`src/rtl/count_monitor.sv`:
```
// count_monitor: watches a free-running 32-bit counter stream, acquires lock
// after LOCK_COUNT consecutive in-sequence samples, and keeps statistics on
// sequence errors and legal wraps.
//
// state       | meaning
// ------------+--------------------------------------------------------------
// ST_UNLOCKED | no reference sample yet; next valid sample seeds prev
// ST_ACQUIRE  | counting consecutive in-sequence samples toward lock
// ST_LOCKED   | stream trusted; mismatches raise err, zero raises restart
module count_monitor #(
  parameter int LOCK_COUNT = 4
) (
  input  logic        clk,
  input  logic        rst,
  input  logic        cnt_vld,
  input  logic [31:0] cnt,
  input  logic        clr_err,
  output logic        locked,
  output logic        err,
  output logic        err_sticky,
  output logic [15:0] err_cnt,
  output logic [15:0] wrap_cnt,
  output logic        restart,
  output logic [31:0] last_cnt
);

  typedef enum logic [1:0] {
    ST_UNLOCKED = 2'd0,
    ST_ACQUIRE  = 2'd1,
    ST_LOCKED   = 2'd2
  } state_t;

  localparam logic [7:0] LOCK_TARGET = 8'(LOCK_COUNT);

  state_t      state_q, state_d;
  logic [7:0]  good_q, good_d;
  logic [31:0] prev_q, prev_d;
  logic [31:0] last_cnt_q, last_cnt_d;
  logic        locked_q, locked_d;
  logic        err_q, err_d;
  logic        restart_q, restart_d;
  logic        err_sticky_q, err_sticky_d;
  logic [15:0] err_cnt_q, err_cnt_d;
  logic [15:0] wrap_cnt_q, wrap_cnt_d;

  logic [31:0] expected;
  logic [7:0]  good_inc;
  logic        in_seq;

  assign expected = prev_q + 32'd1;
  assign good_inc = good_q + 8'd1;
  assign in_seq   = (cnt == expected);

  // Sequence tracking: state, good count, sample history, pulses and wraps.
  always_comb begin
    state_d    = state_q;
    good_d     = good_q;
    prev_d     = prev_q;
    last_cnt_d = last_cnt_q;
    wrap_cnt_d = wrap_cnt_q;
    err_d      = 1'b0;
    restart_d  = 1'b0;
    if (cnt_vld) begin
      prev_d     = cnt;
      last_cnt_d = cnt;
      unique case (state_q)
        ST_UNLOCKED: begin
          good_d  = 8'd0;
          state_d = ST_ACQUIRE;
        end
        ST_ACQUIRE: begin
          if (in_seq) begin
            good_d = good_inc;
            if (good_inc >= LOCK_TARGET) state_d = ST_LOCKED;
          end else begin
            good_d    = 8'd0;
            restart_d = (cnt == 32'd0);
          end
        end
        ST_LOCKED: begin
          if (in_seq) begin
            if (prev_q == 32'hFFFF_FFFF && wrap_cnt_q != 16'hFFFF)
              wrap_cnt_d = wrap_cnt_q + 16'd1;
          end else begin
            good_d  = 8'd0;
            state_d = ST_ACQUIRE;
            // A zero that breaks sequence is a counter restart, not an error.
            if (cnt == 32'd0) restart_d = 1'b1;
            else              err_d     = 1'b1;
          end
        end
        default: begin
          good_d  = 8'd0;
          state_d = ST_UNLOCKED;
        end
      endcase
    end
  end

  // Error statistics: a new error takes priority over a coincident clear.
  always_comb begin
    err_sticky_d = err_sticky_q;
    err_cnt_d    = err_cnt_q;
    if (err_d) begin
      err_sticky_d = 1'b1;
      if (clr_err)                    err_cnt_d = 16'd1;
      else if (err_cnt_q != 16'hFFFF) err_cnt_d = err_cnt_q + 16'd1;
    end else if (clr_err) begin
      err_sticky_d = 1'b0;
      err_cnt_d    = 16'd0;
    end
    locked_d = (state_d == ST_LOCKED);
  end

  // Register all state and outputs; reset clears everything asynchronously.
  always_ff @(posedge clk or posedge rst) begin
    if (rst) begin
      state_q      <= ST_UNLOCKED;
      good_q       <= 8'd0;
      prev_q       <= 32'd0;
      last_cnt_q   <= 32'd0;
      locked_q     <= 1'b0;
      err_q        <= 1'b0;
      restart_q    <= 1'b0;
      err_sticky_q <= 1'b0;
      err_cnt_q    <= 16'd0;
      wrap_cnt_q   <= 16'd0;
    end else begin
      state_q      <= state_d;
      good_q       <= good_d;
      prev_q       <= prev_d;
      last_cnt_q   <= last_cnt_d;
      locked_q     <= locked_d;
      err_q        <= err_d;
      restart_q    <= restart_d;
      err_sticky_q <= err_sticky_d;
      err_cnt_q    <= err_cnt_d;
      wrap_cnt_q   <= wrap_cnt_d;
    end
  end

  assign locked     = locked_q;
  assign err        = err_q;
  assign restart    = restart_q;
  assign err_sticky = err_sticky_q;
  assign err_cnt    = err_cnt_q;
  assign wrap_cnt   = wrap_cnt_q;
  assign last_cnt   = last_cnt_q;

endmodule

```
`config.mk`:
```
export PLATFORM = sky130hd
export DESIGN_NAME = count_monitor
export DESIGN_NICKNAME = d
export VERILOG_FILES = /design/src/rtl/count_monitor.sv
export SDC_FILE = /design/constraint.sdc
export NUM_CORES = 1
export LEC_CHECK = 0
export CAP_MARGIN = 0
export CELL_PAD_IN_SITES_DETAIL_PLACEMENT = 1
export CELL_PAD_IN_SITES_GLOBAL_PLACEMENT = 1
export CORE_AREA = 8 8 159 161
export CTS_CLUSTER_DIAMETER = 150
export CTS_CLUSTER_SIZE = 40
export DETAILED_ROUTE_END_ITERATION = 12
export DIE_AREA = 0 0 167 169
export GPL_TIMING_DRIVEN = 0
export PLACE_DENSITY = 0.5
export REMOVE_ABC_BUFFERS = 1
export SLEW_MARGIN = 5
export SYNTH_ARGS = -nofsm -noshare
export SYNTH_HDL_FRONTEND = slang
export SYNTH_SLANG_ARGS = --single-unit
```
`constraint.sdc`:
```
create_clock -name clk -period 6.68 [get_ports clk]
set_input_delay 1.002 -clock clk [delete_from_list [all_inputs] [get_ports clk]]
set_output_delay 1.002 -clock clk [all_outputs]
set_load 0.05 [all_outputs]
```
==> results_dict.tcl <==
set metrics [dict create \
    yosys.area.top_type "dfrtp_1" \
    finalHoldViolCount 0 \
    synthAdderAreaFrac 0.0196 \
    syn_area_per_cell_sq_um 9.56 \
    antenna_cells 0 \
    fin_cells 923 \
    final_nets 672 \
    portBuffers 103 \
    clock-root-buffer "clkbuf_16" \
    cp-end-kind "flip-flop" \
    synthXorXnorAreaFrac 0.0856 \
    pwr-share-clk 0.371 \
    drc 0 \
    start_util 0.223 \
    tightestPinTransition_ps 1230 \
    synthSimpleGateAreaFrac 0.264 \
    syn_area_sq_um 5110 \
    ios 104 \
    synth_top_family_by_area "simple AND/OR/NAND/NOR gates" \
    period_share 0.658 \
    synth-compound-area-share 0.130 \
    rows 56 \
    ctsHoldBuffers 0 \
    grt_setup_unrepaired "no" \
    htree_levels 3 \
    p_per_area_nw_per_um2 200 \
    report.power.total_mw 1.35 \
    grt_max_degree 49 \
    switching_share 0.330 \
    tns_ps 0 \
    grt_pass1_wl_mm 28.9 \
    yosysSeqAreaShare 0.382 \
    core_sq_um 22900 \
    grt_pass1_vias 5097 \
    cts_buffer_depth 2 \
    die_h_um 169 \
    fin_skew_ps 9.59 \
    hpwl_mm 13.1 \
    cp_slowest_cell "nor4_2" \
    drive_gt1_frac 0.111 \
    holdWs_ps 490 \
    synth_mux_area_frac 0.0866 \
    first_pass_iters 4 \
    maxSlewViolCount 0 \
    drt_iter0_drc 161 \
    nFillCells 2600 \
    criticalPathCategory "flip-flop to flip-flop" \
    ant_nets 0 \
    dieWidth_um 167 \
    yosysUniqueCellTypes 67 \
    final_util 0.294 \
    crit_arrival_ps 4630 \
    cts_buffers 9 \
    drt_wl_total_mm 17.5 \
    seqPwrFrac 0.402 \
    die_area_sq_um 28200 \
    synth_top_area_frac 0.382 \
    synth.yosys.warnings 0 \
    maxCapViolCount 0 \
    avgViaCountPerCell 5.05 \
    final_common_cell "clkdlybuf4s50_1" \
    vias 4657 \
    cpPeakStageDelay_ps 1090 \
    clock_sinks 78 \
    antenna_found_initial 0 \
    synth_seq_cells 78 \
    cp-start-kind "flip-flop" \
    post-cts-setup-buffers 0 \
    grt_usage 0.127 \
    syn_inst 535 \
    clk_latency_ps 340 \
    cts-resized-gates 0 \
    p_int_mw 0.905 \
    status "finished, final reports clean" \
    place.gp.congestion 0.791 \
    synth_edf_count 0 \
    switching_power_mw 0.446 \
    cts_tree "done" \
    wl_per_cell_um 19.0 \
    syn_to_final_growth_pct 31.8 \
    ir_worst_vdd_uv 113 \
    worstPathRequired_ps 6920 \
    critPathMaxFanout 31 \
    synth.area.top_cells "dfrtp_1 38%, mux2_2 7.5%, xor2_1 5.0%" \
    clk_pin_slew_ps 70 \
    leakage_nw 2.67 \
    grt_overflow 0 \
    hp-class "flip-flop to flip-flop" \
    ys_async_sr_fraction 1.00 \
    slew_headroom 0.172 \
    place_inst 907 \
    fin_crit_ps 4400 \
    final_cell_mix "102 x clkdlybuf4s50_1, 78 x dfrtp_1, 39 x nand2_1, 37 x nand3_1, 34 x mux2_2" \
    synthFlopType "dfrtp_1" \
    crit_chain "nand4_2, nor4_2, o311a_1, o22ai_1, a2111oi_4, and4_1, nor3_1, a41o_1" \
    r2r_slack_ps 2280 \
    comb_power_share 0.227 \
    clock.fmax_mhz 227 \
    setup_violations 0 \
]
synthesized netlist by cell type, types with 3 or more instances:
| cell type | n |
|---|---|
| buf_2 | 4 |
| o311ai_0 | 4 |
| nor4b_1 | 3 |
| nor2b_1 | 7 |
| dfrtp_1 | 78 |
| and4_1 | 8 |
| and2_1 | 4 |
| o31ai_1 | 9 |
| and4b_1 | 3 |
| mux2_2 | 34 |
| xnor2_1 | 21 |
| nor3_1 | 17 |
| nand2b_1 | 5 |
| inv_1 | 14 |
| or2_2 | 5 |
| a21oi_1 | 22 |
| nor4_1 | 18 |
| o41ai_1 | 3 |
| clkbuf_1 | 11 |
| nor2_1 | 23 |
| a21o_1 | 9 |
| nand3_1 | 37 |
| buf_1 | 4 |
| nand4_1 | 21 |
| and3_1 | 14 |
| nor3b_1 | 7 |
| or3_1 | 5 |
| o21a_1 | 3 |
| or4_1 | 9 |
| ha_1 | 8 |
| xor2_1 | 29 |
| o21ai_0 | 7 |
| o2111ai_1 | 4 |
| nand2_1 | 39 |
area by class of cell:
cell class              count  area, sq um  share of cell area
flip-flops and latches     78         1950               0.290
clock buffers              10          229              0.0340
well taps                 290          363              0.0538
multi-input cells         420         3000               0.445
repair buffers            105         1080               0.160
inverters                  14         55.1             0.00817
clock inverters             6         62.6             0.00928
cell families (layout without fill, tap and decap cells):
logic type | after synthesis | in the layout
buffers and inverters | 37 | 135
xor gates and xnor gates | 50 | 50
muxes | 39 | 39
adders and majority gates | 8 | 8
and+or+nand+nor | 234 | 234
AOI/OAI and AO/OA | 89 | 89
DFF | 78 | 78
power groups by stage:
stage                     registers, mW  clock network (mW)  logic [mW]
after floorplan                   0.605                   0       0.124
after global placement            0.550                   0       0.298
after detailed placement          0.552                   0       0.309
after CTS                         0.543               0.526       0.310
after global routing              0.549               0.539       0.331
final                             0.543               0.501       0.307
registers in the layout, summed over array words and instances (netlist names):
| signal | cells |
|---|---|
| good_q | 8 |
| state_q | 2 |
| err_cnt | 16 |
| restart | 1 |
| wrap_cnt | 16 |
| locked | 1 |
| last_cnt | 32 |
| err | 1 |
| err_sticky | 1 |
layer usage:
layer,vias up,part of all wire,track usage
li1,2199,-,-
met1,2358,0.47,0.161
met2,86,0.46,0.207
met3,14,0.053,0.0349
met4,0,0.012,0.0380
met5,-,0,0
final timing paths:
check | startpoint | end | cells after the start
hold reg to reg | wrap_cnt[6] | wrap_cnt[6] | 1
max in group asynchronous | rst | last_cnt[8] | 3
min in group asynchronous | rst | wrap_cnt[0] | 2
setup / recovery | last_cnt[5] | err_cnt[1] | 8
hold / removal | wrap_cnt[6] | wrap_cnt[6] | 1
setup reg to reg | last_cnt[5] | err_cnt[1] | 8
critical path: cells and delay by family, from the launching register on:
family | cells | cell delay [ps]
DFF | 1 | 570
and+or+nand+nor | 4 | 2510
AOI/OAI and AO/OA | 4 | 1180
metrics by stage:
step	area, sq um	setup slack, ps
floorplan	5000	3010
global placement	6390	1500
detailed placement	6450	2090
CTS	6740	2240
global route	6740	1970
finish	6740	2280
No activity file was read; power rests on OpenSTA's default activity.
